--- src/rtl/gate_bist_pkg.sv ---
// Shared definitions for the gate_bist logic-gate self-test block:
// FSM state encoding, gate function codes and vector/counter sizing.
package gate_bist_pkg;

    localparam int NUM_VEC = 4;
    localparam int IDX_W   = 2;
    localparam int CNT_W   = 4;

    typedef enum logic [2:0] {
        ST_IDLE   = 3'd0,
        ST_DRIVE  = 3'd1,
        ST_SETTLE = 3'd2,
        ST_SAMPLE = 3'd3,
        ST_DONE   = 3'd4
    } state_t;

    typedef enum logic [1:0] {
        GATE_AND  = 2'b00,
        GATE_OR   = 2'b01,
        GATE_XOR  = 2'b10,
        GATE_NAND = 2'b11
    } gate_t;

endpackage

--- src/rtl/gate_bist_settle_cnt.sv ---
// Down-counter that times the settle interval between driving a vector and
// sampling the gate response.
module gate_bist_settle_cnt
    import gate_bist_pkg::*;
(
    input  logic             clk,
    input  logic             rst_n,
    input  logic             load,
    input  logic [CNT_W-1:0] load_val,
    input  logic             dec,
    output logic             zero
);

    logic [CNT_W-1:0] cnt;

    // NOTE: sequential state uses non-blocking assignments so every register
    // samples pre-edge values, independent of process ordering.
    always_ff @(posedge clk or negedge rst_n) begin
        if (!rst_n) begin
            cnt <= '0;
        end else if (load) begin
            cnt <= load_val;
        end else if (dec && cnt != '0) begin
            cnt <= cnt - CNT_W'(1);
        end
    end

    // High during the settle cycle whose decrement takes the count to zero.
    assign zero = (cnt == CNT_W'(1));

endmodule

--- src/rtl/gate_bist.sv ---
// Built-in self test for a two-input logic gate: applies the four input
// vectors and compares the response. Optional macro GATE_BIST_LOG_EN adds sample_log.
module gate_bist
    import gate_bist_pkg::*;
#(
    parameter int SETTLE_CYC = 2
) (
    input  logic               clk,
    input  logic               rst_n,
    input  logic               start,
    input  logic [1:0]         gate_sel,
    output logic               dut_a,
    output logic               dut_b,
    input  logic               dut_x,
    output logic               busy,
    output logic               done,
    output logic               pass,
    output logic [NUM_VEC-1:0] fail_mask
`ifdef GATE_BIST_LOG_EN
    ,
    output logic [NUM_VEC-1:0] sample_log
`endif
);

    state_t             state, state_nxt;
    gate_t              sel_q;
    logic [IDX_W-1:0]   idx;
    logic               cnt_load, cnt_dec, cnt_zero;
    logic               expect_x;
    logic               last_vec;
    logic [NUM_VEC-1:0] mask_upd;

    gate_bist_settle_cnt u_settle_cnt (
        .clk      (clk),
        .rst_n    (rst_n),
        .load     (cnt_load),
        .load_val (CNT_W'(SETTLE_CYC)),
        .dec      (cnt_dec),
        .zero     (cnt_zero)
    );

    // Expected response for the stimulus currently on dut_a/dut_b.
    always_comb begin
        expect_x = 1'b0;
        case (sel_q)
            GATE_AND:  expect_x = dut_a & dut_b;
            GATE_OR:   expect_x = dut_a | dut_b;
            GATE_XOR:  expect_x = dut_a ^ dut_b;
            GATE_NAND: expect_x = ~(dut_a & dut_b);
            default:   expect_x = 1'b0;
        endcase
    end

    assign last_vec = (idx == IDX_W'(NUM_VEC - 1));

    always_comb begin
        mask_upd      = fail_mask;
        mask_upd[idx] = fail_mask[idx] | (dut_x != expect_x);
    end

    always_ff @(posedge clk or negedge rst_n) begin
        if (!rst_n) state <= ST_IDLE;
        else        state <= state_nxt;
    end

    // NOTE: defaults first so no path through the case leaves a signal
    // unassigned, which would otherwise infer a latch.
    always_comb begin
        state_nxt = state;
        cnt_load  = 1'b0;
        cnt_dec   = 1'b0;
        case (state)
            ST_IDLE:   if (start) state_nxt = ST_DRIVE;
            ST_DRIVE: begin
                cnt_load  = 1'b1;
                state_nxt = ST_SETTLE;
            end
            ST_SETTLE: begin
                cnt_dec = 1'b1;
                if (cnt_zero) state_nxt = ST_SAMPLE;
            end
            ST_SAMPLE: state_nxt = last_vec ? ST_DONE : ST_DRIVE;
            ST_DONE:   state_nxt = ST_IDLE;
            default:   state_nxt = ST_IDLE;
        endcase
    end

    assign done = (state == ST_DONE);

    always_ff @(posedge clk or negedge rst_n) begin
        if (!rst_n) begin
            sel_q     <= GATE_AND;
            idx       <= '0;
            dut_a     <= 1'b0;
            dut_b     <= 1'b0;
            busy      <= 1'b0;
            pass      <= 1'b0;
            fail_mask <= '0;
        end else begin
            case (state)
                ST_IDLE: if (start) begin
                    sel_q     <= gate_t'(gate_sel);
                    idx       <= '0;
                    busy      <= 1'b1;
                    pass      <= 1'b0;
                    fail_mask <= '0;
                end
                ST_DRIVE: begin
                    dut_a <= idx[0];
                    dut_b <= idx[1];
                end
                ST_SAMPLE: begin
                    fail_mask <= mask_upd;
                    if (last_vec) begin
                        // Stimulus returns to idle level and the verdict is
                        // visible while done is high.
                        dut_a <= 1'b0;
                        dut_b <= 1'b0;
                        pass  <= (mask_upd == '0);
                    end else begin
                        idx <= idx + IDX_W'(1);
                    end
                end
                ST_DONE: busy <= 1'b0;
                default: ;
            endcase
        end
    end

`ifdef GATE_BIST_LOG_EN
    always_ff @(posedge clk or negedge rst_n) begin
        if (!rst_n) begin
            sample_log <= '0;
        end else if (state == ST_IDLE && start) begin
            sample_log <= '0;
        end else if (state == ST_SAMPLE) begin
            sample_log[idx] <= dut_x;
        end
    end
`endif

endmodule

--- config.mk ---
export PLATFORM = sky130hd
export DESIGN_NAME = gate_bist
export DESIGN_NICKNAME = d
export VERILOG_FILES = /design/src/rtl/gate_bist_pkg.sv /design/src/rtl/gate_bist_settle_cnt.sv /design/src/rtl/gate_bist.sv
export SDC_FILE = /design/constraint.sdc
export NUM_CORES = 1
export LEC_CHECK = 0
export CAP_MARGIN = 15
export CORE_MARGIN = 2
export CORE_UTILIZATION = 35
export DETAILED_ROUTE_END_ITERATION = 10
export SKIP_CTS_REPAIR_TIMING = 1
export SLEW_MARGIN = 40
export SYNTH_ARGS = -nofsm -noshare
export SYNTH_HDL_FRONTEND = slang
export SYNTH_HIERARCHICAL = 1
export SYNTH_SLANG_ARGS = --single-unit
--- constraint.sdc ---
create_clock -name clk -period 2.9 [get_ports clk]
set_clock_uncertainty 0.15 [all_clocks]
set_input_delay 0.58 -clock clk [delete_from_list [all_inputs] [get_ports clk]]
set_output_delay 0.58 -clock clk [all_outputs]
set_load 0.05 [all_outputs]
==> impl_metrics.json <==
{
  "grt_max_degree": 20,
  "nets": 159,
  "drive_gt1_share_pct": 9.028,
  "leakagePower_nw": 0.6229,
  "start_util_pct": 37.66,
  "use_met3_pct": 2.484,
  "ff_latch_area_um2": 475.5,
  "design.core.area_mm2": 0.003103,
  "cts_tree": "yes",
  "fmax_mhz": 375.9,
  "overflow": 0,
  "muxShareOfSynthArea_pct": 3.640,
  "die_width_um": 61.79,
  "synthSimpleGateAreaFrac_pct": 25.80,
  "fillerInstances": 318,
  "gr-usage-met2_pct": 24.96,
  "timing.hold.ws_ns": 0.3907,
  "clock_sinks": 19,
  "drv_cap": 0,
  "grt_pass1_vias": 906,
  "crit_fanout": 10,
  "vias": 925,
  "port_buffers": 14,
  "fin_cells": 188,
  "ant_nets": 0,
  "syn_area_per_cell_um2": 9.424,
  "wirelength_mm": 2.306,
  "ctsHtreeMaxLevel": 1,
  "worst_ir_drop_vdd_mv": 0.3187,
  "ios": 15,
  "layout_setup_ws_ns": 0.2398,
  "grt_pass1_wl_mm": 3.919,
  "place_inst": 184,
  "dieHeight_um": 61.79,
  "synth_area_leaders": "dfrtp_1 (41%), ha_1 (8.6%), nand2_1 (5.5%)",
  "insertion_delay_ns": 0.31,
  "use_met1_pct": 16.54,
  "dr.first_iter.drc_count": 17,
  "netlist_instances": 124,
  "fin_crit_ns": 2.660,
  "critPathCaptureType": "output pin",
  "grt-busiest-layer": "met2",
  "antenna_cells": 0,
  "hold_viol": 0,
  "cts_buffers": 3,
  "track_usage_pct": 14.09,
  "clockRootBuffer": "clkbuf_4",
  "area_growth_syn_to_layout_pct": 19.91,
  "hold_path_class": "reg2reg",
  "finalSetupViolCount": 0,
  "dpl.hpwl_mm": 1.769,
  "fin_tns_setup_ns": 0,
  "synthXorXnorAreaFrac_pct": 0,
  "path_clk_slew_ns": 0.12,
  "totalPowerFinal_w": 0.001339,
  "yosys_warnings": 6,
  "crit_arrival_ns": 1.93,
  "final_common_cell": "dfrtp_1",
  "synth_cell_types": 35,
  "rows": 20,
  "die_area_mm2": 0.003817,
  "synth_fa_ha_area_share_pct": 8.565,
  "cts_buffer_depth": 2,
  "avgRoutedWirePerCell_um": 12.27,
  "startpoint_type": "flop",
  "drcViolationCount": 0,
  "status": "finished clean",
  "synth_top_family_by_area": "simple AND/OR/NAND/NOR gates",
  "syn-cell-area_mm2": 0.001169,
  "multiInputGateArea_um2": 643.1,
  "first_pass_iters": 4,
  "gp_congestion": 0.7915,
  "layout_common_cells": "dfrtp_1 (19), nand2_1 (17), clkdlybuf4s50_1 (14), inv_1 (12), nor2_1 (9)",
  "rsz0062_at_grt": "false",
  "synth_top_area_share_pct": 40.69,
  "path_class": "reg2out",
  "synth_top_area_cell": "dfrtp_1",
  "ys_ff_latch": 19,
  "rr_worst_depth": 5,
  "dpl_worst_slack_ns": 0.5990,
  "required_ns": 2.17,
  "p_per_area_mw_per_mm2": 955.8,
  "whs_path_depth": 1,
  "synth_seq_area_share_pct": 40.69,
  "maxSlewViolCount": 0,
  "period_share_pct": 91.73,
  "detail_route.vias_per_cell": 4.920,
  "antenna_found_initial": 0,
  "synth_compound_gate_area_share_pct": 15.74
}
-- metrics by stage --
step           instance area (um^2)  util [%]
5_1_grt                        1401     45.16
2_1_floorplan                  1176         -
6_report                       1401     45.16
3_5_place_dp                   1374     44.27
4_1_cts                        1401     45.16
3_3_place_gp                   1374     44.27
-- flip-flops by register name (all words and copies together), names as in the netlist --
register	count
dut_a	1
fail_mask	4
pass	1
state	3
dut_b	1
busy	1
u_settle_cnt/cnt	4
sel_q	2
idx	2
-- layout make-up --
type / instances / area share, %
inverter: 12 / 3.214
timing repair buffer: 16 / 11.07
multi-input combinational: 93 / 45.89
tap: 44 / 3.929
sequential: 19 / 33.93
clock inverter: 1 / 0.3571
clock buffer: 3 / 1.607
-- report_power, final --
part / switching [W] / total (W) / internal [W]
Combinational: 0.000405 / 0.000712 / 0.000306
Clock: 0.0000897 / 0.000141 / 0.0000516
Sequential: 0.000125 / 0.000487 / 0.000362
Total: 0.000620 / 0.00134 / 0.000720
-- cell usage after synthesis --
cell / count
a32o_1: 1
and2_1: 1
or4_4: 1
and3b_1: 1
mux4_2: 1
inv_1: 12
a211oi_1: 1
o21ai_0: 6
nor2_1: 9
buf_4: 1
buf_2: 1
nor2b_4: 1
conb_1: 2
a221o_1: 1
nor3_1: 1
ha_1: 8
o311ai_1: 1
o31ai_1: 2
nand2b_1: 1
or3_1: 1
nand3_1: 2
nand2_1: 17
a31o_1: 1
nor3b_1: 6
o21ai_1: 8
or3b_4: 1
nand3b_1: 2
dfrtp_1: 19
a41oi_4: 1
and4b_1: 1
nor2b_1: 4
a21oi_1: 4
mux2i_1: 2
o22ai_1: 1
nor4b_2: 2
-- metal layers --
layer | share of wire (%) | vias up
met5 | 0 | -
met4 | 1.5 | 0
met3 | 3.3 | 4
met2 | 49 | 17
met1 | 46 | 434
li1 | - | 470
-- worst paths after layout --
| kind | startpoint | to | slack, ns |
|---|---|---|---|
| max | state[0] | done | 0.24 |
| min | pass | pass | 0.39 |
| max reg2reg | dut_a | fail_mask[0] | 1.02 |
| min reg2reg | pass | pass | 0.39 |
| max in group asynchronous | rst_n | fail_mask[0] | 1.95 |
| min in group asynchronous | rst_n | idx[1] | 0.43 |
-- worst max-delay path, stage by stage, from the launching register on --
cell and delay, ns:
dfrtp_1 0.49, nor3b_1 0.27, clkdlybuf4s50_1 0.85
-- cell families (layout without fill, tap and decap cells) --
logic type	count (synthesis)	in the layout
multiplexers	3	3
AO/OA/AOI/OAI	27	27
buffers and inverters	14	32
other	2	4
flip-flops	19	19
adder cells (fa/ha/maj)	8	8
AND/OR/NAND/NOR	51	51
No activity file was read; power rests on OpenSTA's default activity.
